## src/rtl/io_handshake_responder.sv

```systemverilog
// Services processor IN/OUT requests: debounced key capture of the switch word for IN,
// and a sequential binary-to-BCD conversion shown on eight seven-segment digits for OUT.
module io_handshake_responder #(
  parameter int DEBOUNCE_CYCLES = 16
) (
  input  logic        CLK,
  input  logic        reset,
  input  logic        input_flag,
  input  logic        output_flag,
  input  logic [31:0] out_data,
  input  logic        insert,
  input  logic [14:0] SW,
  output logic [31:0] user_input,
  output logic        stall,
  output logic        done,
  output logic [6:0]  HEX0,
  output logic [6:0]  HEX1,
  output logic [6:0]  HEX2,
  output logic [6:0]  HEX3,
  output logic [6:0]  HEX4,
  output logic [6:0]  HEX5,
  output logic [6:0]  HEX6,
  output logic [6:0]  HEX7,
  output logic [2:0]  state_dbg
);

  localparam int CW = $clog2(DEBOUNCE_CYCLES + 1);
  localparam logic [CW-1:0] DB_LAST = CW'(DEBOUNCE_CYCLES - 1);
  localparam logic [6:0] SEG_BLANK = 7'h7F;
  localparam logic [6:0] SEG_DASH  = 7'b0111111;

  typedef enum logic [2:0] {
    S_IDLE         = 3'd0,
    S_WAIT_PRESS   = 3'd1,
    S_WAIT_RELEASE = 3'd2,
    S_CONVERT      = 3'd3,
    S_DONE         = 3'd4
  } state_t;

  state_t          state;
  logic            sync1, sync2;
  logic            db_level, db_prev;
  logic [CW-1:0]   db_cnt;
  logic            press_edge, release_edge;
  logic [31:0]     conv;
  logic [39:0]     bcd, bcd_adj, bcd_next;
  logic [4:0]      bit_cnt;
  logic [7:0][6:0] hex_q, seg_next;
  logic            seen;

  // Key is active-low, so the released level is 1 and reset returns there.
  always_ff @(posedge CLK or posedge reset) begin
    if (reset) begin
      sync1    <= 1'b1;
      sync2    <= 1'b1;
      db_level <= 1'b1;
      db_prev  <= 1'b1;
      db_cnt   <= '0;
    end else begin
      sync1   <= insert;
      sync2   <= sync1;
      db_prev <= db_level;
      if (sync2 == db_level) begin
        db_cnt <= '0;
      end else if (db_cnt == DB_LAST) begin
        db_level <= sync2;
        db_cnt   <= '0;
      end else begin
        db_cnt <= db_cnt + 1'b1;
      end
    end
  end

  assign press_edge   = db_prev & ~db_level;
  assign release_edge = ~db_prev & db_level;

  function automatic logic [6:0] seg7(input logic [3:0] d);
    case (d)
      4'd0:    seg7 = 7'b1000000;
      4'd1:    seg7 = 7'b1111001;
      4'd2:    seg7 = 7'b0100100;
      4'd3:    seg7 = 7'b0110000;
      4'd4:    seg7 = 7'b0011001;
      4'd5:    seg7 = 7'b0010010;
      4'd6:    seg7 = 7'b0000010;
      4'd7:    seg7 = 7'b1111000;
      4'd8:    seg7 = 7'b0000000;
      4'd9:    seg7 = 7'b0010000;
      default: seg7 = SEG_DASH;
    endcase
  endfunction

  // One double-dabble step: add 3 to every digit >= 5, then shift in the next binary bit.
  always_comb begin
    bcd_adj = bcd;
    for (int i = 0; i < 10; i++) begin
      if (bcd[4*i +: 4] >= 4'd5) bcd_adj[4*i +: 4] = bcd[4*i +: 4] + 4'd3;
    end
    bcd_next = {bcd_adj[38:0], conv[31]};
  end

  // Display image of the final BCD value; digits above the top nonzero one are blanked.
  always_comb begin
    seg_next = '0;
    seen     = 1'b0;
    if (|bcd_next[39:32]) begin
      seg_next = {8{SEG_DASH}};
    end else begin
      for (int i = 7; i >= 0; i--) begin
        seen = seen | (bcd_next[4*i +: 4] != 4'd0) | (i == 0);
        seg_next[i] = seen ? seg7(bcd_next[4*i +: 4]) : SEG_BLANK;
      end
    end
  end

  always_ff @(posedge CLK or posedge reset) begin
    if (reset) begin
      state      <= S_IDLE;
      conv       <= '0;
      bcd        <= '0;
      bit_cnt    <= '0;
      user_input <= '0;
      hex_q      <= {8{SEG_BLANK}};
    end else begin
      case (state)
        S_IDLE: begin
          if (input_flag) begin
            state <= S_WAIT_PRESS;
          end else if (output_flag) begin
            conv    <= out_data;
            bcd     <= '0;
            bit_cnt <= '0;
            state   <= S_CONVERT;
          end
        end
        S_WAIT_PRESS: begin
          if (press_edge) begin
            user_input <= {17'b0, SW};
            state      <= S_WAIT_RELEASE;
          end
        end
        S_WAIT_RELEASE: begin
          if (release_edge) state <= S_DONE;
        end
        S_CONVERT: begin
          bcd     <= bcd_next;
          conv    <= {conv[30:0], 1'b0};
          bit_cnt <= bit_cnt + 5'd1;
          if (bit_cnt == 5'd31) begin
            hex_q <= seg_next;
            state <= S_DONE;
          end
        end
        S_DONE:  state <= S_IDLE;
        default: state <= S_IDLE;
      endcase
    end
  end

  assign stall = ((state == S_IDLE) && (input_flag || output_flag)) ||
                 (state == S_WAIT_PRESS) || (state == S_WAIT_RELEASE) ||
                 (state == S_CONVERT);
  assign done      = (state == S_DONE);
  assign state_dbg = state;

  assign HEX0 = hex_q[0];
  assign HEX1 = hex_q[1];
  assign HEX2 = hex_q[2];
  assign HEX3 = hex_q[3];
  assign HEX4 = hex_q[4];
  assign HEX5 = hex_q[5];
  assign HEX6 = hex_q[6];
  assign HEX7 = hex_q[7];

endmodule

```

## config.mk

```make
export PLATFORM = sky130hd
export DESIGN_NAME = io_handshake_responder
export DESIGN_NICKNAME = d
export VERILOG_FILES = /design/src/rtl/io_handshake_responder.sv
export SDC_FILE = /design/constraint.sdc
export NUM_CORES = 1
export LEC_CHECK = 0
export BUFFER_PORTS_ARGS = -buffer_cell sky130_fd_sc_hd__buf_2
export CORE_AREA = 5 5 132 134
export DETAILED_ROUTE_END_ITERATION = 8
export DIE_AREA = 0 0 137 139
export PLACE_DENSITY = 0.8
export SLEW_MARGIN = 20
export SYNTH_ARGS = -nofsm -noshare
export SYNTH_HDL_FRONTEND = slang
export SYNTH_SLANG_ARGS = --single-unit
```

## constraint.sdc

```tcl
create_clock -name CLK -period 14.1 [get_ports CLK]
set_input_delay 2.82 -clock CLK [delete_from_list [all_inputs] [get_ports CLK]]
set_output_delay 2.82 -clock CLK [all_outputs]
set_load 0.02 [all_outputs]
```

# Word-level counts from Yosys, hierarchy flattened
# Memories as Yosys holds them, arrays and structs flattened.
# Index checks and enable logic that the tools add are counted.
# op_classes
eq_ne	13
reduce_logical	20
bitwise_logic	11
addsub	12
muxes	35
order_cmp	10
# ops
cell	count
$mux 40	2
$pmux 40 s2	1
$mux 32	2
$pmux 32 s2	1
$mux 56	1
$mux 7	7
$ge 4x3->1 const B	10
$add 4x2->4 const B	9
$mux 4	9
$reduce_bool 4->1	7
$mux 5	4
$mux 3	6
$pmux 3 s4	1
$add 5x1->5 const B	2
$ne 2x2->1 const B	5
$pmux 5 s2	1
$reduce_or 8->1	1
$eq 3x2->1 const B	2
$or 1x1->1	6
$reduce_and 2->1	3
$eq 5x4->1 const B	1
$eq 5x5->1 const B	1
$logic_or 1x1->1	4
$reduce_and 4->1	1
other kinds (11)	14
# totals
output_inout_bits	93
romBits	896
memories	8
reg_bits	160
# memory_table
name	words	word_bits	read_ports	rd_clocked_by_memory_dff	write_ports	line	source
(no name shown)	16	7	1	0	0	78	case (d)
(no name shown)	16	7	1	0	0	78	
(no name shown)	16	7	1	0	0	78	
(no name shown)	16	7	1	0	0	78	
(no name shown)	16	7	1	0	0	78	
(no name shown)	16	7	1	0	0	78	
2 more memories	n/a	n/a	n/a	n/a	n/a	n/a	

# Logic depth before layout (Yosys ltp)
# Gate-level depths: netlist of run 1.
# depth
word_depth	11
mapped_depth	12
mapped_depth_nobuf	12

# Least setup slack after synthesis of run 1
# No wires, ideal clock.
# synth_timing
kind	input-to-output
from	in input_flag
to	out stall
stages	2
required_ns	11.280
slack_ns	8.047
arrival_time_ns	3.233
path_cell_list	nor2_1 a21oi_1
# synth_between
elab_chain_len	5
# synth_lines
element	line	source
start: declaration	8	input logic input_flag,
$logic_or 1x1->1	160	assign stall = ((state == S_IDLE) && (input_flag || output_flag)) ||
$logic_and 1x1->1	160	
$logic_or 1x1->1	160	
$logic_or 1x1->1 (2 in a row)	161	(state == S_WAIT_PRESS) || (state == S_WAIT_RELEASE) ||
end: declaration	14	output logic stall,
# Every way passes these cells.

# Final worst setup path of run 1
# Ends and elaborated chain as after synthesis.

==> results.json, run 1 <==
{
  "clock_skew_ns": 0.00955,
  "p_total_w": 0.00206,
  "irDropWorstVdd_uv": 123,
  "netlist_area_um2": 9010,
  "initial_utilization": 0.557,
  "synth_edf_count": 0,
  "diodes": 0,
  "fin_nets": 1188,
  "async_flop_share": 1.00,
  "ant_nets": 0,
  "synth.top_cell.area_share": 0.278,
  "cp_slowest_stage_delay_ns": 0.18,
  "p_per_area_nw_per_um2": 200,
  "crit_type": "primary input to output pin",
  "drc": 0,
  "critPathMaxFanout": 4,
  "finalSetupViolCount": 0,
  "fillCellCount": 1347,
  "post-place-ws_ns": 7.91,
  "num_io_pins": 145,
  "slew_headroom": 0.347,
  "seq_area_frac_synth": 0.453,
  "rsz0062_at_grt": "no",
  "insertion_delay_ns": 0.43,
  "maxSlewViolCount": 0,
  "r2r_slack_ns": 10.42,
  "final.setup.tns_ns": 0,
  "netlist_instances": 982,
  "cp_common_cell": "buf_2",
  "stdcell_count": 1311,
  "core_area_um2": 16200,
  "drt-total-wl_um": 19500,
  "yosys-top-cells-area": "dfrtp_1 (28%), dfstp_2 (17%), ha_1 (8.1%), nand2_1 (4.5%), nor2_1 (4.3%)",
  "r2r_end": "HEX1[3]$_DFFE_PP1P_",
  "worstSetupStartpointType": "primary input",
  "synth-seq-cells": 160,
  "dieArea_um2": 19000,
  "rows": 47,
  "clk_path_buf_depth": 2,
  "r2r_cells": 11,
  "wire_per_inst_um": 14.9,
  "hpwl_um": 13300,
  "whs_endpoint": "sync2$_DFF_PP1_",
  "cts_root_buffer": "clkbuf_16",
  "required_ns": 11.28,
  "first_pass_iters": 5,
  "path_clk_slew_ns": 0.06,
  "critPathBufInv": 2,
  "fmax_ghz": 0.161,
  "synth_cell_types": 71,
  "yosysWarnings": 0,
  "cp_slowest_cell": "nor2_1",
  "startpoint": "input_flag",
  "dieWidth_um": 137,
  "clock_sinks": 160,
  "htreeDepth": 4,
  "max_cap_viol_count": 0,
  "place_congestion": 0.833,
  "p_leak_nw": 4.73,
  "tritoncts": "yes",
  "portBuffers": 127,
  "synth_area_leader_cell": "dfrtp_1",
  "hold_class": "register to register",
  "post-route-min-period_ns": 6.19,
  "register_area_um2": 4080,
  "dieHeight_um": 139,
  "setup_slack_ns": 7.91,
  "vias_per_cell": 5.55,
  "synth_area_per_cell_um2": 9.18,
  "worstReg2RegStart": "bcd[25]$_DFFE_PP0P_",
  "grt_pass1_vias": 6869,
  "cts_hold_buffers": 0,
  "setup.worst_path.end_class": "output pin",
  "numCtsBuffers": 17,
  "antenna_found_initial": 0,
  "first_iter_violations": 365,
  "hold_violations": 0,
  "grt_pass1_wl_um": 32700,
  "multi_input_area_um2": 4500,
  "post-route-period-util": 0.439,
  "grt_max_degree": 143,
  "worstMarginPinSlew_ns": 0.977,
  "worstPathCellList": "buf_2, nor2_1, a21oi_1, buf_2",
  "overflow": 0,
  "hold_start": "sync1$_DFF_PP1_",
  "synth_ff_type": "dfrtp_1",
  "status": "completed",
  "syn_to_final_growth_pct": 14.2,
  "hold_path_depth": 0,
  "arrival_ns": 3.37,
  "dp.cells": 1279,
  "drive_gt1_frac": 0.242,
  "post_cts_resize_count": 0,
  "final_util": 0.636,
  "crit_family": "buffers and inverters",
  "cts_setup_buffers": 0,
  "num_vias": 7278,
  "grtUsageTotal": 0.207
}
synthesized netlist by cell type, drive strengths merged (3+ instances only):
library cell / instances
buf: 24
o31ai: 3
a31oi: 44
o21ai: 72
mux2i: 14
nor2b: 3
or2: 3
o211ai: 7
a21o: 5
nor2: 104
nand4: 3
nand3: 55
and3: 7
nand3b: 6
mux2: 27
ha: 58
a22oi: 4
xor2: 5
dfrtp: 100
dfstp: 60
nand2: 109
xnor2: 10
nor3: 11
a21oi: 69
clkbuf: 45
and2: 8
a41oi: 5
nand2b: 16
nor3b: 17
a211oi: 5
inv: 43
registers in the layout, summed over array words and instances (netlist names):
signal      count
db_level        1
HEX6            7
HEX0            7
HEX3            7
sync2           1
HEX2            7
sync1           1
bit_cnt         5
HEX1            7
db_cnt          5
conv           32
bcd            40
state_dbg       3
HEX4            7
db_prev         1
user_input     15
HEX5            7
HEX7            7
stage by stage:
stage               cell area, um^2  hold slack (ns)
finish                        10300            0.367
global route                  10300            0.378
CTS                           10300            0.369
detailed placement             9690            0.353
global placement               9690            0.351
floorplan                      9070            0.345
how the worst max path moves through the flow:
| stage | depth (start not counted) | to | slack, ns |
|---|---|---|---|
| finish | 4 | stall | 7.91 |
| global route | 4 | stall | 7.86 |
| CTS | 4 | stall | 7.91 |
| detailed placement | 4 | stall | 7.91 |
| global placement | 4 | stall | 7.91 |
| floorplan | 1 | bcd[0]$_DFFE_PP0P_ | 7.06 |
cell usage in the layout, fill, tap and decap left out, types with 44 or more instances in the layout:
cell type / instances
o21ai_0: 72
buf_2: 127
dfrtp_1: 100
nand3_1: 55
nor2_1: 103
a31oi_1: 44
nand2_1: 108
ha_1: 58
dfstp_2: 60
a21oi_1: 67
final cells by class:
cell class / count / share of cell area
Clock buffer: 24 / 0.0511
Inverter: 43 / 0.0162
Clock inverter: 8 / 0.00717
Timing Repair Buffer: 131 / 0.0650
Multi-Input combinational cell: 725 / 0.437
Sequential cell: 160 / 0.396
Tap cell: 220 / 0.0267
worst reg2reg max path, stage by stage (launching register included):
cell and delay [ns]:
dfrtp_1 0.41, inv_1 0.13, ha_1 0.26, nand2b_1 0.09, nor3b_1 0.14, a21oi_1 0.42, ha_1 0.29, o31a_1 0.30
o2111ai_1 0.27, nor4b_2 0.54, nand4_1 0.41, a41oi_1 0.35
layer usage:
metal  GRT usage  routed length (um)
met3      0.0512                1120
met5           0                   0
met4      0.0667                 310
met1       0.275                8860
met2       0.334                9190
logic make-up after synthesis:
family,Yosys count,synth area share
fa+ha+maj,58,0.0805
buf+inv,113,0.0559
compound gates,238,0.160
mux,41,0.0493
flops,160,0.453
other cells,1,0.000416
simple gates,356,0.186
xor+xnor,15,0.0146
power breakdown:
part / total (W) / switching [W] / internal, W
combinational: 0.000958 / 0.000596 / 0.000362
clock: 0.000461 / 0.000182 / 0.000279
sequential: 0.000643 / 0.0000878 / 0.000555
total: 0.00206 / 0.000867 / 0.00120
Note: power is estimated with default switching activity, not from simulation.
==> run 2: changes to the inputs <==
- CORE_AREA: 5 5 132 134 -> 5 5 138 140
- DIE_AREA: 0 0 137 139 -> 0 0 143 145
- PLACE_DENSITY: 0.8 -> 0.76
- clock period: 14.1 -> 5.4 ns (I/O delays scaled with it)
==> run 2 against run 1 <==
Effect of this change: first-iteration DRC count decreased by 2.7%; via count decreased by 0.38%; total power rose to 2.7 times the previous value; utilization fell by 5.2 points; hold slack lost 0.0073 ns; sequential power grew to 2.6 times the previous value; global-route usage is 1.0 points lower; non-clock buffer count is 2 higher; clock power rose to 2.8 times the previous value; combinational power rose to 2.6 times the previous value; clock-buffer cell count down 5; clock skew down 0.0021 ns; critical endpoint is now HEX1[1]$_DFFE_PP1P_.
==> results.json, run 2 (same netlist as run 1, synthesis figures left out) <==
{
  "status": "completed",
  "fmax_ghz": 0.277,
  "clk_path_buf_depth": 2,
  "rsz0062_at_grt": "no",
  "p_total_w": 0.00549,
  "path_clk_slew_ns": 0.06,
  "crit_type": "register to register",
  "layout_commonest_cell": "buf_2",
  "largest_register_ffs": 40,
  "required_ns": 5.74,
  "r2r_cells": 12,
  "timing.hold.ws_ns": 0.359,
  "hold_violations": 0,
  "drt-total-wl_um": 20200,
  "p_leak_nw": 4.76,
  "numCtsBuffers": 17,
  "num_io_pins": 145,
  "syn_to_final_growth_pct": 14.9,
  "post-place-ws_ns": 1.89,
  "grtUsageTotal": 0.197,
  "arrival_ns": 3.95,
  "antenna_found_initial": 0,
  "diodes": 0,
  "final_cell_mix": "buf_2 (127), nand2_1 (108), nor2_1 (103), dfrtp_1 (100), o21ai_0 (72)",
  "dieWidth_um": 143,
  "dieHeight_um": 145,
  "drive_gt1_frac": 0.246,
  "insertion_delay_ns": 0.43,
  "final.setup.tns_ns": 0,
  "fillCellCount": 1557,
  "cts_setup_buffers": 0,
  "hold_path_depth": 0,
  "r2r_end": "HEX1[1]$_DFFE_PP1P_",
  "drc": 0,
  "post-route-period-util": 0.669,
  "clock_sinks": 160,
  "max_cap_viol_count": 0,
  "critPathMaxFanout": 7,
  "whs_endpoint": "sync2$_DFF_PP1_",
  "worstSetupStartpointType": "register",
  "worstMarginPinSlew_ns": 0.957,
  "overflow": 0,
  "setup.worst_path.end_class": "register",
  "worstReg2RegStart": "bcd[13]$_DFFE_PP0P_",
  "gr-max-usage-layer": "met2",
  "grt_pass1_wl_um": 34200,
  "setup_slack_ns": 1.79,
  "r2r_slack_ns": 1.79,
  "cts_hold_buffers": 0,
  "ant_nets": 0,
  "fin_nets": 1190,
  "post-route-min-period_ns": 3.61,
  "finalSetupViolCount": 0,
  "core_area_um2": 17700,
  "grt_max_degree": 92,
  "hold_class": "register to register",
  "clock_skew_ns": 0.00742,
  "globalRouteMet3Util": 0.0523,
  "regMostFlops": "bcd",
  "initial_utilization": 0.509,
  "slew_headroom": 0.362,
  "use_met1": 0.266,
  "wire_per_inst_um": 15.3,
  "use_met2": 0.316,
  "hpwl_um": 14100,
  "irDropWorstVdd_uv": 256,
  "htreeDepth": 4,
  "grt_pass1_vias": 7081,
  "first_iter_violations": 355,
  "post_cts_resize_count": 0,
  "rows": 49,
  "dieArea_um2": 20700,
  "vias_per_cell": 5.48,
  "num_vias": 7250,
  "tritoncts": "yes",
  "place_congestion": 0.878,
  "first_pass_iters": 5,
  "top_regs": "bcd x40, conv x32, user_input x15",
  "cts_root_buffer": "clkbuf_16",
  "p_per_area_nw_per_um2": 531,
  "portBuffers": 127,
  "maxSlewViolCount": 0,
  "hold_start": "sync1$_DFF_PP1_"
}
==> run 2: cell count changes in the layout (fill, tap and decap cells not counted), sizes merged <==
cell	previous run	this run
buf	131	133
bufinv	1	4
clkbuf	24	19
clkinvlp	3	2
clkinv	3	6
==> run 2: worst max path at each step <==
stage	startpoint	endpoint	slack (ns)
detailed placement	bcd[25]$_DFFE_PP0P_	HEX1[1]$_DFFE_PP1P_	1.89
finish	bcd[13]$_DFFE_PP0P_	HEX1[1]$_DFFE_PP1P_	1.79
global route	bcd[13]$_DFFE_PP0P_	HEX1[2]$_DFFE_PP1P_	1.47
floorplan	reset	bcd[0]$_DFFE_PP0P_	0.1
global placement	bcd[28]$_DFFE_PP0P_	HEX1[0]$_DFFE_PP1P_	2.07
CTS	bcd[13]$_DFFE_PP0P_	HEX1[1]$_DFFE_PP1P_	1.81
==> run 2: power by group <==
part           internal [W]  total [W]  switching (W)
Combinational      0.000941    0.00252        0.00158
Clock              0.000799    0.00130       0.000496
Sequential          0.00145    0.00168       0.000228
==> run 2: routing by layer <==
layer	part of all wire	wire length, um	up-vias
met5	0	0	-
met4	0.017	342	0
met3	0.068	1380	26
met2	0.47	9460	222
met1	0.45	9060	3421
li1	-	-	3581
==> run 2: metrics by stage <==
stage                     area [um^2]  utilization  instances
after global routing            10400        0.584       1322
after CTS                       10300        0.584       1322
after detailed placement         9710        0.548       1290
final                           10400        0.584       1322
after global placement           9710        0.548       1290
after floorplan                  9070            -        998
==> run 2: layout make-up <==
class | instances | area [um^2] | share of cell area
repair buffers | 133 | 681 | 0.0657
multi-input cells | 725 | 4500 | 0.435
clock inverters | 13 | 185 | 0.0179
well taps | 229 | 287 | 0.0277
inverters | 43 | 166 | 0.0161
flip-flops and latches | 160 | 4080 | 0.394
clock buffers | 19 | 453 | 0.0438
==> run 2: critical path, stage by stage (launching register included) <==
cell and delay (ns):
dfrtp_1 0.41, inv_1 0.13, ha_1 0.25, nand2b_1 0.10, a21oi_1 0.36, xnor2_1 0.32
ha_1 0.30, inv_1 0.07, a211oi_1 0.18, o2111ai_1 0.21, nor4b_2 0.50, nand4_1 0.38
a41oi_1 0.33
==> run 3: changes to the inputs <==
- CORE_AREA: 5 5 138 140 -> 5 5 132 134
- DIE_AREA: 0 0 143 145 -> 0 0 137 139
- PLACE_DENSITY: 0.76 -> 0.8
- clock period: 5.4 -> 3.6 ns (I/O delays scaled with it)
==> run 3 against run 2 <==
Effect of this change: global-route usage is 1.4 points higher; hold slack worse by 0.0028 ns; critical path type unchanged; final area is 1.4% higher.
==> results.json, run 3 (same netlist as run 1, synthesis figures left out) <==
{
  "status": "completed",
  "grt_max_degree": 110,
  "vias_per_cell": 5.48,
  "syn_to_final_growth_pct": 16.4,
  "numCtsBuffers": 17,
  "antenna_found_initial": 0,
  "post-route-period-util": 0.931,
  "rsz0062_at_grt": "no",
  "cts_hold_buffers": 0,
  "post-route-min-period_ns": 3.35,
  "ant_nets": 0,
  "dieWidth_um": 137,
  "clock_skew_ns": 0.00662,
  "cts_root_buffer": "clkbuf_16",
  "hold_class": "register to register",
  "drt-total-wl_um": 19800,
  "critPathMaxFanout": 7,
  "hold_violations": 0,
  "grt_pass1_vias": 7042,
  "insertion_delay_ns": 0.42,
  "clk_path_buf_depth": 2,
  "num_io_pins": 145,
  "dieArea_um2": 19000,
  "final_cell_mix": "buf_2 (127), nand2_1 (108), nor2_1 (104), dfrtp_1 (100), o21ai_0 (72)",
  "grt_pass1_wl_um": 33300,
  "drive_gt1_frac": 0.253,
  "seqPwrFrac": 0.302,
  "dp.cells": 1297,
  "regMostFlops": "bcd",
  "clock_sinks": 160,
  "fmax_ghz": 0.298,
  "pwr-share-comb": 0.466,
  "p_leak_nw": 4.85,
  "htreeDepth": 4,
  "whs_endpoint": "sync2$_DFF_PP1_",
  "stdcell_count": 1329,
  "grtUsageTotal": 0.212,
  "p_total_w": 0.00833,
  "design_area_um2": 10500,
  "max_cap_viol_count": 0,
  "irDropWorstVdd_uv": 383,
  "path_clk_slew_ns": 0.06,
  "r2r_cells": 12,
  "p_sw_w": 0.00343,
  "largest_register_ffs": 40,
  "clkPwrFrac": 0.232,
  "setup.worst_path.end_class": "register",
  "r2r_end": "HEX1[5]$_DFFE_PP1P_",
  "arrival_ns": 3.69,
  "diodes": 0,
  "first_iter_violations": 387,
  "required_ns": 3.94,
  "layout_commonest_cell": "buf_2",
  "maxSlewViolCount": 0,
  "timing.hold.ws_ns": 0.356,
  "worstMarginPinSlew_ns": 0.948,
  "worstReg2RegStart": "bcd[25]$_DFFE_PP0P_",
  "netSwitchingFraction": 0.412,
  "fillCellCount": 1291,
  "finalSetupViolCount": 0,
  "crit_type": "register to register",
  "fin_nets": 1206,
  "final.setup.tns_ns": 0,
  "num_vias": 7283,
  "initial_utilization": 0.557,
  "tritoncts": "yes",
  "slew_headroom": 0.368,
  "cts_setup_buffers": 0,
  "place_congestion": 0.930,
  "dieHeight_um": 139,
  "worstSetupStartpointType": "register",
  "hpwl_um": 14000,
  "rows": 47,
  "hold_path_depth": 0,
  "multi_input_area_um2": 4510,
  "placed_area_um2": 9840,
  "p_int_w": 0.00489,
  "hold_start": "sync1$_DFF_PP1_",
  "r2r_slack_ns": 0.25,
  "portBuffers": 127,
  "p_per_area_nw_per_um2": 793,
  "top_regs": "bcd x40, conv x32, user_input x15",
  "first_pass_iters": 5,
  "register_area_um2": 4080,
  "drc": 0,
  "wire_per_inst_um": 14.9,
  "core_area_um2": 16200,
  "overflow": 0
}
## run 3: critical path, cell delays in order (launching register included)
cell and delay, ns:
dfrtp_1 0.41, inv_1 0.13, ha_1 0.25, nand2b_1 0.12, a21oi_2 0.27, xnor2_1 0.24
ha_1 0.33, o311a_1 0.20, o2111ai_1 0.19, nor4b_2 0.34, buf_4 0.18, nand4_1 0.27
a41oi_1 0.34
## run 3: area by class of cell
| cell class | instances | area share |
|---|---|---|
| multi-input cells | 725 | 0.430 |
| flip-flops and latches | 160 | 0.389 |
| repair buffers | 149 | 0.0787 |
| clock buffers | 25 | 0.0495 |
| well taps | 220 | 0.0262 |
| inverters | 43 | 0.0157 |
| clock inverters | 7 | 0.0113 |
## run 3: how the worst max path moves through the flow
stage | slack [ns] | from | depth (start not counted) | to
after floorplan | 0.65 | bcd[13]$_DFFE_PP0P_ | 12 | HEX1[0]$_DFFE_PP1P_
final | 0.25 | bcd[25]$_DFFE_PP0P_ | 12 | HEX1[5]$_DFFE_PP1P_
after global placement | 0.45 | bcd[13]$_DFFE_PP0P_ | 13 | HEX1[0]$_DFFE_PP1P_
after detailed placement | 0.28 | bcd[13]$_DFFE_PP0P_ | 13 | HEX1[5]$_DFFE_PP1P_
after CTS | 0.23 | bcd[24]$_DFFE_PP0P_ | 12 | HEX1[5]$_DFFE_PP1P_
after global routing | 0.01 | bcd[12]$_DFFE_PP0P_ | 13 | HEX1[5]$_DFFE_PP1P_
## run 3: stage by stage
stage	utilization	worst slack, ns
global placement	0.609	0.446
global route	0.649	0.00966
floorplan	-	0.653
finish	0.649	0.248
detailed placement	0.609	0.278
CTS	0.648	0.232
## run 3: what timing repair did
action                                  in CTS  in global routing
hold endpoints to repair                     0                  0
resized for setup                            0                  2
endpoints found under the setup margin       0                  5
## run 3: power by group through the flow
stage / Sequential, W / Combinational [W] / Clock (W)
global placement: 0.00252 / 0.00371 / 0
detailed placement: 0.00253 / 0.00382 / 0
floorplan: 0.00245 / 0.00302 / 0
CTS: 0.00251 / 0.00386 / 0.00196
finish: 0.00252 / 0.00388 / 0.00193
global route: 0.00258 / 0.00440 / 0.00205
## run 3: layer usage
metal  routed length (um)  up-vias  track usage
met1                 8740     3433        0.284
met5                    0        -            0
met3                 1450       27       0.0573
met2                 9250      198        0.335
met4                  325        0       0.0683
li1                     -     3625            -
